--- config.mk ---
export PLATFORM = sky130hd
export DESIGN_NAME = qsn_shift_sched_len15
export DESIGN_NICKNAME = d
export VERILOG_FILES = /design/src/rtl/qsn_shift_sched_len15.sv
export SDC_FILE = /design/constraint.sdc
export NUM_CORES = 1
export LEC_CHECK = 0
export BUFFER_PORTS_ARGS = -buffer_cell sky130_fd_sc_hd__buf_2
export CAP_MARGIN = 5
export CORE_ASPECT_RATIO = 1.5
export CORE_MARGIN = 2
export CORE_UTILIZATION = 52
export DETAILED_ROUTE_END_ITERATION = 8
export PLACE_DENSITY = 0.79
export SLEW_MARGIN = 25
export SYNTH_ARGS = -nofsm -noshare
export SYNTH_HDL_FRONTEND = slang
export SYNTH_SLANG_ARGS = --single-unit
--- constraint.sdc ---
create_clock -name sys_clk -period 2.2 [get_ports sys_clk]
set_input_delay 0.33 -clock sys_clk [delete_from_list [all_inputs] [get_ports sys_clk]]
set_output_delay 0.33 -clock sys_clk [all_outputs]
set_load 0.05 [all_outputs]
--- src/rtl/qsn_shift_sched_len15.sv ---
// Round-robin scheduler for the shared length-15 QSN. It grants one requester per cycle and
// turns each cyclic shift into left/right select words and a merge mask. The mask, source
// and tag are carried alongside the QSN pipeline so they leave aligned with the merged data.
module qsn_shift_sched_len15 #(
    parameter int QSN_SIZE = 15,
    parameter int SHIFT_W  = 4,
    parameter int TAG_W    = 3,
    parameter int QSN_LAT  = 1
) (
    input  logic                sys_clk,
    input  logic                rst,
    input  logic                req_a_valid,
    input  logic                req_b_valid,
    output logic                req_a_ready,
    output logic                req_b_ready,
    input  logic [SHIFT_W-1:0]  req_a_shift,
    input  logic [SHIFT_W-1:0]  req_b_shift,
    input  logic [TAG_W-1:0]    req_a_tag,
    input  logic [TAG_W-1:0]    req_b_tag,
    input  logic                req_a_last,
    input  logic                req_b_last,
    input  logic                flush,
    output logic                qsn_in_valid,
    output logic                qsn_in_src,
    output logic [SHIFT_W-1:0]  qsn_sel_left,
    output logic [SHIFT_W-1:0]  qsn_sel_right,
    output logic [QSN_SIZE-1:0] qsn_merge_mask,
    output logic                out_valid,
    output logic                out_src,
    output logic [TAG_W-1:0]    out_tag,
    output logic                err_shift,
    output logic                busy
);

    typedef enum logic [1:0] {IDLE, OWN_A, OWN_B} state_t;

    typedef struct packed {
        logic                valid;
        logic                src;
        logic [TAG_W-1:0]    tag;
        logic [QSN_SIZE-1:0] mask;
    } beat_t;

    localparam logic [SHIFT_W-1:0] Z = SHIFT_W'(QSN_SIZE);

    state_t              state_q, state_d;
    logic                last_owner_q;          // 0 = A, 1 = B
    beat_t               in_beat_q;
    beat_t               pipe_q [QSN_LAT];

    logic                acc_a, acc_b, acc;
    logic [SHIFT_W-1:0]  acc_shift, s_eff, sel_right_d;
    logic [TAG_W-1:0]    acc_tag;
    logic                acc_last, shift_bad;
    logic [QSN_SIZE-1:0] mask_d;

    // NOTE: every output of a combinational block gets a default first, so no path leaves a latch.
    always_comb begin
        req_a_ready = 1'b0;
        req_b_ready = 1'b0;
        if (!rst) begin
            case (state_q)
                IDLE: begin
                    if (req_a_valid && req_b_valid) begin
                        req_a_ready = last_owner_q;
                        req_b_ready = !last_owner_q;
                    end else begin
                        req_a_ready = req_a_valid;
                        req_b_ready = req_b_valid;
                    end
                end
                OWN_A:   req_a_ready = req_a_valid;
                OWN_B:   req_b_ready = req_b_valid;
                default: ;
            endcase
        end
    end

    assign acc_a     = req_a_valid && req_a_ready;
    assign acc_b     = req_b_valid && req_b_ready;
    assign acc       = acc_a || acc_b;
    assign acc_shift = acc_b ? req_b_shift : req_a_shift;
    assign acc_tag   = acc_b ? req_b_tag   : req_a_tag;
    assign acc_last  = acc_b ? req_b_last  : req_a_last;

    // Out-of-range shifts degrade to the identity rotation.
    assign shift_bad   = (acc_shift >= Z);
    assign s_eff       = shift_bad ? '0 : acc_shift;
    assign sel_right_d = (s_eff == '0) ? '0 : Z - s_eff;

    always_comb begin
        mask_d = '0;
        for (int i = 0; i < QSN_SIZE; i++) begin
            mask_d[i] = (i < (QSN_SIZE - int'(s_eff))) && (i < (QSN_SIZE - 1));
        end
    end

    always_comb begin
        state_d = state_q;
        case (state_q)
            IDLE: begin
                if (acc && !acc_last) state_d = acc_b ? OWN_B : OWN_A;
            end
            OWN_A, OWN_B: begin
                if (acc && acc_last) state_d = IDLE;
            end
            default: state_d = IDLE;
        endcase
        if (flush) state_d = IDLE;
    end

    // NOTE: sequential state uses non-blocking assignments so all registers update from pre-edge values.
    always_ff @(posedge sys_clk) begin
        if (rst) begin
            state_q       <= IDLE;
            last_owner_q  <= 1'b0;
            in_beat_q     <= '0;
            qsn_sel_left  <= '0;
            qsn_sel_right <= '0;
            err_shift     <= 1'b0;
            // NOTE: the side pipeline is a handful of flops, so its payload is cleared too and every output reads 0 after reset.
            for (int k = 0; k < QSN_LAT; k++) pipe_q[k] <= '0;
        end else begin
            state_q         <= state_d;
            in_beat_q.valid <= acc;
            err_shift       <= acc && shift_bad;
            if (acc) begin
                last_owner_q   <= acc_b;
                in_beat_q.src  <= acc_b;
                in_beat_q.tag  <= acc_tag;
                in_beat_q.mask <= mask_d;
                qsn_sel_left   <= s_eff;
                qsn_sel_right  <= sel_right_d;
            end
            pipe_q[0] <= in_beat_q;
            for (int k = 1; k < QSN_LAT; k++) pipe_q[k] <= pipe_q[k-1];
        end
    end

    assign qsn_in_valid   = in_beat_q.valid;
    assign qsn_in_src     = in_beat_q.src;
    assign out_valid      = pipe_q[QSN_LAT-1].valid;
    assign out_src        = pipe_q[QSN_LAT-1].src;
    assign out_tag        = pipe_q[QSN_LAT-1].tag;
    assign qsn_merge_mask = pipe_q[QSN_LAT-1].mask;

    always_comb begin
        busy = (state_q != IDLE) || in_beat_q.valid;
        for (int k = 0; k < QSN_LAT; k++) busy = busy || pipe_q[k].valid;
    end

endmodule

==> Implementation_results.wiki <==
{| class="wikitable"
! Metric !! Value
|-
| Pleak || 1.17 nW
|-
| Count of yosys warnings during synthesis || 0
|-
| Endpoint of the most critical register-to-register path || in_beat_q[1]
|-
| Commonest non-fill, non-tap cells in the layout || sky130_fd_sc_hd__buf_2, sky130_fd_sc_hd__dfxtp_1, sky130_fd_sc_hd__nand2_1
|-
| Buffers on Ports || 53
|-
| Unrepaired setup endpoints after global routing || false
|-
| Share of the clock period used by the worst path || 95.1%
|-
| Die outline height || about 84 um
|-
| Placed cells || 317
|-
| Critical path data required time || 1870 ps
|-
| Largest net degree at the start of global routing || 26
|-
| # setup viols final || 0
|-
| GRT Residual Overflow || 0
|-
| TritonRoute pass-1 iters || 5
|-
| Final total negative setup slack || 0 ps
|-
| Post-DP HPWL || 3.11 mm
|-
| EDFF count, synth || 0
|-
| Most common library cell in the layout ignoring fill and taps || sky130_fd_sc_hd__buf_2
|-
| Slowest stage cell on the critical path || sky130_fd_sc_hd__dfxtp_1
|-
| Sink count of the clock tree || 49
|-
| CTS root buffer || sky130_fd_sc_hd__clkbuf_8
|-
| N_diodes || 0
|-
| Placed Area || 2460 um^2
|-
| Ys flop type || sky130_fd_sc_hd__dfxtp_1
|-
| Worst reg-to-reg setup slack || 190 ps
|-
| Wirelength per Cell || 13.5 um
|-
| PD cells || between 800 and 900 nW/um^2
|-
| Buffer and inverter count on the worst path || 3
|-
| Shortest clock period the worst path allows after layout || 2090 ps
|-
| Number of buffers created by CTS || 5
|-
| Fraction of registers with async set/reset || 0%
|-
| Via count of the first global-routing pass || 1681
|-
| Kind of end point of the critical path || output pin
|-
| Total via count in the routed design || 1753
|-
| Outcome || completed
|-
| Global-route wire length before repair || 7.47 mm
|-
| Category of cells accounting for the largest share of critical-path delay || buffers and inverters
|-
| Layout-stage area growth over the synthesis result || 19.2%
|-
| Remaining DRCs || 0
|-
| Drt first-iter violations || 37
|-
| GRT Overall Usage || 19.4%
|-
| TritonCTS clock tree || done
|-
| Synth Net Count || around 260
|-
| Sort of element at the start of the critical path || flop
|-
| Chip Width || 57.2 um
|-
| Die Footprint || 4780 um^2
|-
| Pins Over Slew Limit || 0
|-
| RR Startpoint || state_q[0]
|-
| Synthesized netlist cell count || 231
|-
| Yosys reg bits || 49
|-
| Worst Hold Depth || 3
|-
| Hold-critical path endpoint || in_beat_q[15]
|-
| Library cells used by synthesis || 55
|-
| Fin area || between 2000 and 3000 um^2
|-
| Max capacitance violation total || 0
|-
| Worst hold path class || in2reg
|-
| Clock insertion delay at the later pin of the skew report || 300 ps
|-
| Skew final || around 7.7 ps
|-
| Post-Layout Cell Count || about 330
|-
| Synthesized area divided by synthesized cell count || 9.54 um^2
|-
| Antenna viol nets, final || 0
|-
| Nets || 303
|-
| Share of final-layout standard cells stronger than drive strength 1 || around a third
|-
| Effective utilization at floorplan || 53.3%
|-
| Final wirelength || 4.40 mm
|-
| Endpoint arrival time on the critical path || around 1800 ps
|-
| Number of top-level pins || 55
|-
| Startpoint-to-endpoint class of the critical path || reg2out
|-
| Fill count || 362
|-
| Gp weighted congestion || approximately 0.8
|-
| Max VDD drop || 791 uV
|-
| Startpoint of the tightest hold check path || req_b_tag[0]
|-
| Upper clock frequency limit || 478 MHz
|-
| Row Count || 29
|-
| Cell area after synthesis || around 2200 um^2
|-
| Max FO, Critical Path || 25
|-
| H-tree level count || 2
|-
| Final hold vios || 0
|-
| Clock-pin slew on the worst setup and hold paths || 80 ps
|-
| Core area || 4140 um^2
|-
| Highest cell delay on the worst timing path || between 300 and 400 ps
|-
| Number of antenna violations at the first check in global routing || 0
|-
| Worst-case reg-to-reg path depth || 8
|-
| Clock buffer depth || 2
|-
| Critical-path cell list || inv_1, ha_4, a21boi_2, o21ai_4, inv_6, clkbuf_4
|-
| Detailed-route vias per instance || 5.38
|-
| Sequential element share of the synthesized area || 44.5%
|}
synthesized netlist by cell type, drive strengths merged (4+ instances only):
cell     n  area [um^2]
o21ai   13         76.3
dfxtp   49          981
buf      9         81.3
inv      5         26.3
nor2b   18          113
nand4    4         25.0
a21oi    7         42.5
nand3   13         70.1
mux2i   11          121
nor2    13         68.8
nand2   32          120
nor3     4         30.0
clkbuf   9         33.8
a211oi   4         40.0
layer usage:
| layer | up-vias | routed length, um | GRT usage [%] |
|---|---|---|---|
| met5 | - | 0 | 0 |
| met4 | 0 | 121 | 7.82 |
| met3 | 11 | 182 | 4.50 |
| met2 | 49 | 2280 | 32.8 |
| met1 | 807 | 1820 | 23.3 |
| li1 | 886 | - | - |
stage by stage:
step	setup WS, ps	power (W)	hold WS (ps)	util (%)
2_1_floorplan	327	0.00149	432	-
3_3_place_gp	203	0.00159	447	59.5
3_5_place_dp	107	0.00160	458	59.5
4_1_cts	40.0	0.00235	216	62.9
5_1_grt	22.9	0.00244	231	63.5
6_report	107	0.00234	222	63.5
layout make-up:
class / count / area (um^2) / area share, %
clock buffer: 5 / 68.8 / 2.62
sequential: 49 / 981 / 37.4
multi-input combinational: 159 / 1100 / 41.7
tap: 46 / 57.6 / 2.19
timing repair buffer: 59 / 328 / 12.5
clock inverter: 3 / 68.8 / 2.62
inverter: 5 / 26.3 / 1.00
kinds of logic (layout without fill, tap and decap cells):
family | Yosys count | in the layout | share of synthesized area [%]
AND/OR/NAND/NOR | 95 | 95 | 24.1
flip-flops | 49 | 49 | 44.5
AO/OA/AOI/OAI | 41 | 41 | 14.0
buffers and inverters | 23 | 72 | 6.42
multiplexers | 13 | 13 | 6.70
XOR/XNOR | 6 | 6 | 2.39
adder cells (fa/ha/maj) | 3 | 3 | 1.70
other | 1 | 1 | 0.170
where the power goes:
part           internal [W]  switching (W)
Combinational      0.000181       0.000397
Sequential         0.000980      0.0000269
Clock              0.000457       0.000301
Total               0.00162       0.000725
how the worst max path moves through the flow:
stage / end / startpoint / cells after the start / slack, ps
after floorplan: req_b_ready / state_q[0] / 7 / 330
after global placement: in_beat_q[13] / state_q[0] / 8 / 200
after detailed placement: in_beat_q[1] / state_q[0] / 8 / 110
after CTS: req_b_ready / state_q[0] / 6 / 40
after global routing: req_b_ready / state_q[0] / 6 / 20
final: req_b_ready / state_q[0] / 6 / 110
worst register-to-register path: stages, from the launching register on:
cell and delay [ps]:
sky130_fd_sc_hd__dfxtp_1 340, sky130_fd_sc_hd__inv_1 130, sky130_fd_sc_hd__ha_4 200, sky130_fd_sc_hd__a21boi_2 200
sky130_fd_sc_hd__o21ai_4 80, sky130_fd_sc_hd__inv_6 210, sky130_fd_sc_hd__mux2i_2 460, sky130_fd_sc_hd__nand2_1 100
sky130_fd_sc_hd__o22a_1 190
sequential cells by signal (all words and copies together) (netlist names):
signal         flops
qsn_sel_right      4
qsn_in_valid       1
qsn_sel_left       4
qsn_in_src         1
state_q            2
pipe_q            19
err_shift          1
in_beat_q         17
timing repair:
action	4_1_cts	5_1_grt
hold buffers	0	0
setup buffers	0	1
endpoints found under the setup margin	2	3
resized for setup	2	3
pin swaps	0	1
No activity file was read; power rests on OpenSTA's default activity.
